$ cat src/rtl/spi_adc_responder.sv
// spi_adc_responder: SPI mode-0 target modelling the ADC end of the conversion link.
// Each chip-select frame sends LEAD_ZEROS null bits followed by a DATA_W-bit sample, MSB first.
// Ports:
//   clk, reset                   system clock and asynchronous active-high reset
//   sample_in/valid/ready        one-deep holding register for the next sample
//   cs_n, sck                    asynchronous SPI inputs, synchronised internally
//   miso, miso_oe                serial data out and its drive enable
//   frame_done, frame_abort      one-cycle completion / early-deselect pulses
//   stale                        current or last frame resent the previous sample
module spi_adc_responder #(
  parameter int unsigned DATA_W      = 12,
  parameter int unsigned LEAD_ZEROS  = 2,
  parameter int unsigned SYNC_STAGES = 2
) (
  input  logic              clk,
  input  logic              reset,
  input  logic [DATA_W-1:0] sample_in,
  input  logic              sample_valid,
  output logic              sample_ready,
  input  logic              cs_n,
  input  logic              sck,
  output logic              miso,
  output logic              miso_oe,
  output logic              frame_done,
  output logic              frame_abort,
  output logic              stale
);

  localparam int unsigned N     = LEAD_ZEROS + DATA_W;
  localparam int unsigned CNT_W = $clog2(N + 1);
  localparam logic [CNT_W-1:0] LAST_BIT = CNT_W'(N - 1);

  typedef enum logic [1:0] {
    IDLE,
    SHIFT,
    DONE
  } state_t;

  state_t              state_q, state_d;
  // Bit SYNC_STAGES is a history flop behind the last synchroniser stage.
  logic [SYNC_STAGES:0] cs_sync_q, cs_sync_d;
  logic [SYNC_STAGES:0] sck_sync_q, sck_sync_d;
  logic [N-1:0]        shift_q, shift_d;
  logic [CNT_W-1:0]    bit_cnt_q, bit_cnt_d;
  logic [DATA_W-1:0]   hold_q, hold_d;
  logic                hold_full_q, hold_full_d;
  logic [DATA_W-1:0]   last_q, last_d;
  logic                stale_q, stale_d;
  logic                frame_done_q, frame_done_d;
  logic                frame_abort_q, frame_abort_d;

  logic                cs_fall, cs_rise, sck_fall, sck_rise;
  logic                accept;
  logic [DATA_W-1:0]   sel_sample;

  always_comb begin
    cs_sync_d  = {cs_sync_q[SYNC_STAGES-1:0], cs_n};
    sck_sync_d = {sck_sync_q[SYNC_STAGES-1:0], sck};
    cs_fall    =  cs_sync_q[SYNC_STAGES]  & ~cs_sync_q[SYNC_STAGES-1];
    cs_rise    = ~cs_sync_q[SYNC_STAGES]  &  cs_sync_q[SYNC_STAGES-1];
    sck_fall   =  sck_sync_q[SYNC_STAGES] & ~sck_sync_q[SYNC_STAGES-1];
    sck_rise   = ~sck_sync_q[SYNC_STAGES] &  sck_sync_q[SYNC_STAGES-1];
  end

  always_comb begin
    state_d       = state_q;
    shift_d       = shift_q;
    bit_cnt_d     = bit_cnt_q;
    hold_d        = hold_q;
    hold_full_d   = hold_full_q;
    last_d        = last_q;
    stale_d       = stale_q;
    frame_done_d  = 1'b0;
    frame_abort_d = 1'b0;
    sel_sample    = last_q;
    accept        = sample_valid && !hold_full_q;

    if (accept) begin
      hold_d      = sample_in;
      hold_full_d = 1'b1;
    end

    case (state_q)
      IDLE: begin
        if (cs_fall) begin
          // A same-cycle accept bypasses the holding register, leaving it empty.
          if (hold_full_q) begin
            sel_sample  = hold_q;
            hold_full_d = 1'b0;
            stale_d     = 1'b0;
          end else if (accept) begin
            sel_sample  = sample_in;
            hold_full_d = 1'b0;
            stale_d     = 1'b0;
          end else begin
            sel_sample  = last_q;
            stale_d     = 1'b1;
          end
          last_d    = sel_sample;
          shift_d   = N'(sel_sample);
          bit_cnt_d = '0;
          state_d   = SHIFT;
        end
      end
      SHIFT: begin
        // cs_n rise wins over any sck edge seen in the same cycle.
        if (cs_rise) begin
          frame_abort_d = 1'b1;
          state_d       = IDLE;
        end else if (sck_fall) begin
          shift_d = {shift_q[N-2:0], 1'b0};
        end else if (sck_rise) begin
          bit_cnt_d = bit_cnt_q + CNT_W'(1);
          if (bit_cnt_q == LAST_BIT) begin
            frame_done_d = 1'b1;
            state_d      = DONE;
          end
        end
      end
      DONE: begin
        if (cs_rise) begin
          state_d = IDLE;
        end
      end
      default: state_d = IDLE;
    endcase
  end

  always_ff @(posedge clk or posedge reset) begin
    if (reset) begin
      state_q       <= IDLE;
      cs_sync_q     <= '0;
      sck_sync_q    <= '0;
      shift_q       <= '0;
      bit_cnt_q     <= '0;
      hold_q        <= '0;
      hold_full_q   <= 1'b0;
      last_q        <= '0;
      stale_q       <= 1'b0;
      frame_done_q  <= 1'b0;
      frame_abort_q <= 1'b0;
    end else begin
      state_q       <= state_d;
      cs_sync_q     <= cs_sync_d;
      sck_sync_q    <= sck_sync_d;
      shift_q       <= shift_d;
      bit_cnt_q     <= bit_cnt_d;
      hold_q        <= hold_d;
      hold_full_q   <= hold_full_d;
      last_q        <= last_d;
      stale_q       <= stale_d;
      frame_done_q  <= frame_done_d;
      frame_abort_q <= frame_abort_d;
    end
  end

  assign miso         = (state_q == SHIFT) ? shift_q[N-1] : 1'b0;
  assign miso_oe      = (state_q != IDLE);
  assign sample_ready = !hold_full_q;
  assign stale        = stale_q;
  assign frame_done   = frame_done_q;
  assign frame_abort  = frame_abort_q;

endmodule

$ cat config.mk
export PLATFORM = sky130hd
export DESIGN_NAME = spi_adc_responder
export DESIGN_NICKNAME = d
export VERILOG_FILES = /design/src/rtl/spi_adc_responder.sv
export SDC_FILE = /design/constraint.sdc
export NUM_CORES = 1
export LEC_CHECK = 0
export CAP_MARGIN = 20
export CORE_ASPECT_RATIO = 0.75
export CORE_MARGIN = 4
export CORE_UTILIZATION = 40
export CTS_CLUSTER_SIZE = 14
export DETAILED_ROUTE_END_ITERATION = 8
export DONT_BUFFER_PORTS = 1
export HOLD_SLACK_MARGIN = 0.02
export PLACE_DENSITY_LB_ADDON = 0.05
export SETUP_SLACK_MARGIN = 0.4
export SYNTH_ARGS = -nofsm -noshare
export SYNTH_HDL_FRONTEND = slang
export SYNTH_SLANG_ARGS = --single-unit
$ cat constraint.sdc
create_clock -name clk -period 3.5 [get_ports clk]
set_input_delay 0.7 -clock clk [delete_from_list [all_inputs] [get_ports clk]]
set_output_delay 0.7 -clock clk [all_outputs]
set_load 0.02 [all_outputs]
==> impl_results.md <==
* Worst path required time at 2.80 ns
* Sw Ratio at 32.5%
* I/O Buffers at 0
* First-pass detailed-route iteration total at 4
* Routed WL per cell at 16.5 um
* Maximum operating frequency at 0.417 GHz
* CP startpoint kind: flip-flop
* Cells after Synth at 239
* Initial antenna violation count at 0
* Remaining antenna violation count after routing at 0
* Nets at 253
* Status: finished clean
* Reg2Reg Depth at 3
* Slack of the critical path at 1.10 ns
* Synth Register Bits at 54
* Synth-to-Final Area Change at 4.52%
* Share of cells above drive strength 1 at 14.9%
* Critical path's largest stage delay at 0.49 ns
* Worst Hold Margin at 0.350 ns
* Setup Buffers After CTS at 0
* CTS tree: yes
* Seq/Total Area, Yosys at 52.5%
* Die Ht at 77.5 um
* Number of standard cells in the final layout excluding fillers at 316
* RSZ-0062 raised after global routing: false
* Mean Syn Cell Area at 10.8 um^2
* Diode count at 0
* Total wire length at 5.20 mm
* # DRC at 0
* Post-CTS Resized at 0
* Slowest CP cell: dfrtp_1
* R2r setup slk at 1.49 ns
* Max-cap violations at 0
* Family with the most delay on the worst path: simple AND/OR/NAND/NOR gates
* Core area at 6290 um^2
* Clock power frac at 19.6%
* Routed vias/inst at 5.41
* Reg power frac at 53.8%
* HPWL after detailed placement at 3.54 mm
* Final period utilization at 68.4%
* TritonCTS Buffers at 5
* Max Buffers Root-to-Sink at 2
* Hold Path Class: reg -> reg
* Pwr per Cell Area at 665 nW/um^2
* Mapped Area at 2570 um^2
* Clock sink total at 54
* GP Congestion at 0.785
* CP endpoint kind: output pin
* Num ports at 23
* Initial drt markers at 54
* Vias in the first global route at 1,804
* First-pass GRT wire length at 9.11 mm
* Worst path depth at 2
* Slew Viols, Final at 0
* Setup TNS at 0 ns
* Starting Density at 40.9%
* Syn Nets at 258
* Fillers at 594
* Synth Warn # at 0
* H-tree Lvls at 2
* Max_slew headroom at 30.2%
* Reg2reg start: state_q[0]
* Least-Margin Pin Slew at 1.05 ns
* Combinational fraction of design power at 26.5%
* Grt ovf at 0
* CTS root buf: clkbuf_8
* Multi-input logic area at 1090 um^2
* Tot Pwr at 1.79 mW
* Sequential cell area at 1350 um^2
* Min Tclk post-route at 2.40 ns
* Worst IR Drop VDD at 0.239 mV
* Util after Layout at 42.8%
* WP data arrival at 1.70 ns
* All-Layer GR Usage at 14.7%
* Placed Instances at 308
* Reg2Reg Capture Point: shift_q[0]
* Via count at 1,710
* Net Sw Power at 0.581 mW
* Worst clock skew at 0.00656 ns
* Dpl ws at 1.38 ns
* Worst-path clk slew at 0.09 ns
* WP buf/inv at 0
* Crit-path max FO at 14
* CP endpoint: miso
* Final setup violation count at 0
* Worst-path cell chain: nand2b_1 -> nor2_1
* Die area at 7790 um^2
* Clock latency on the worst-skew pair at 0.30 ns
* CP startpoint: state_q[1]
* Die Width at 101 um
* Fin area at 2690 um^2
* Largest net degree at the start of global routing at 35
* Leakage Power at 1.15 nW
* Setup CP Type: reg -> out
* # rows at 25
* Pint at 1.21 mW
* Yosys cell types at 32
* DP Area at 2600 um^2
* Fin. Hold Viols at 0
* Cts hold-fix bufs at 0
worst min-delay path by stage:
stage | from | end | slack [ns] | cells after the start
6_report | sck_sync_q[0] | sck_sync_q[1] | 0.35 | 0
5_1_grt | sck_sync_q[0] | sck_sync_q[1] | 0.36 | 0
4_1_cts | cs_sync_q[0] | cs_sync_q[1] | 0.36 | 0
3_5_place_dp | cs_sync_q[0] | cs_sync_q[1] | 0.33 | 0
3_3_place_gp | cs_sync_q[0] | cs_sync_q[1] | 0.33 | 0
2_1_floorplan | cs_sync_q[0] | cs_sync_q[1] | 0.33 | 0
worst register-to-register path, cell delays in order, from the launching register on:
cell,delay (ns)
dfrtp_1,0.49
or4b_1,1.02
nand2b_1,0.35
o21ai_0,0.07
registers in the layout (all words and copies together), names as in the netlist:
signal / flops
frame_done: 1
stale: 1
cs_sync_q: 3
bit_cnt_q: 4
state_q: 2
hold_q: 12
sck_sync_q: 3
hold_full_q: 1
last_q: 12
frame_abort: 1
shift_q: 14
per-layer routing:
layer  share of wire (%)  track usage (%)  up-vias
li1                    -                -      826
met1                  46             19.8      849
met2                  48             23.2       31
met3                 4.8             4.13        4
met4                0.83             3.77        0
met5                   0                0        -
cell type report:
class	count	area share, %
Sequential cell	54	50.3
Multi-Input combinational cell	163	40.6
Tap cell	81	3.77
Clock buffer	7	3.21
Timing Repair Buffer	4	1.12
Inverter	6	0.838
Clock inverter	1	0.186
synthesized netlist by cell type:
master | n | share of area (%)
or4b_1 | 1 | 0.39
nand2b_1 | 5 | 1.2
nor3b_1 | 1 | 0.29
nor2_1 | 14 | 2.0
o21ai_0 | 23 | 4.5
a21oi_1 | 5 | 0.97
mux2i_1 | 14 | 5.4
nand4bb_1 | 2 | 0.88
clkinv_1 | 1 | 0.15
clkbuf_1 | 4 | 0.58
nand4_1 | 1 | 0.24
nand4b_1 | 3 | 1.0
nand3_1 | 3 | 0.58
a22oi_1 | 11 | 3.2
buf_2 | 7 | 1.4
dfrtp_1 | 54 | 53
mux2_2 | 12 | 5.3
and3_1 | 1 | 0.24
or3b_4 | 1 | 0.44
ha_1 | 2 | 0.97
a21oi_2 | 6 | 2.0
buf_6 | 5 | 2.2
nor2b_1 | 2 | 0.49
a31oi_4 | 2 | 1.7
o21ai_1 | 5 | 0.97
nand2_1 | 33 | 4.8
o21a_1 | 12 | 3.5
a21o_1 | 1 | 0.29
inv_1 | 5 | 0.73
or2_2 | 1 | 0.24
a21boi_0 | 1 | 0.29
o31ai_2 | 1 | 0.49
cell usage in the layout, fill, tap and decap left out, drive strengths merged:
cell     netlist  final
o21a          12     12
a21boi         1      1
mux2i         14     14
or2            1      1
o31ai          1      1
a31oi          2      2
ha             2      2
or3b           1      1
o21ai         28     28
or4b           1      1
inv            5      5
nand4bb        2      2
mux2          12     12
clkbuf         4      7
a22oi         11     11
nand2         33     33
nand4          1      1
nand2b         5      5
clkinv         1      2
a21oi         11     11
nand4b         3      3
nor2          14     14
and3           1      1
a21o           1      1
buf           12      4
nand3          3      3
nor3b          1      1
nor2b          2      2
dfrtp         54     54
power groups by stage:
stage	clock network (mW)	registers [mW]	logic [mW]
floorplan	0	0.929	0.421
global placement	0	0.963	0.459
detailed placement	0	0.975	0.480
CTS	0.369	0.963	0.482
global route	0.398	0.995	0.547
finish	0.351	0.962	0.474
cell families (layout without fill, tap and decap cells):
group | Yosys count | after routing | synth area share, %
AO/OA/AOI/OAI | 67 | 67 | 17.9
buffers and inverters | 22 | 18 | 5.01
AND/OR/NAND/NOR | 68 | 68 | 12.9
flip-flops | 54 | 54 | 52.5
adder cells (fa/ha/maj) | 2 | 2 | 0.973
multiplexers | 26 | 26 | 10.7
No activity file was read; power rests on OpenSTA's default activity.
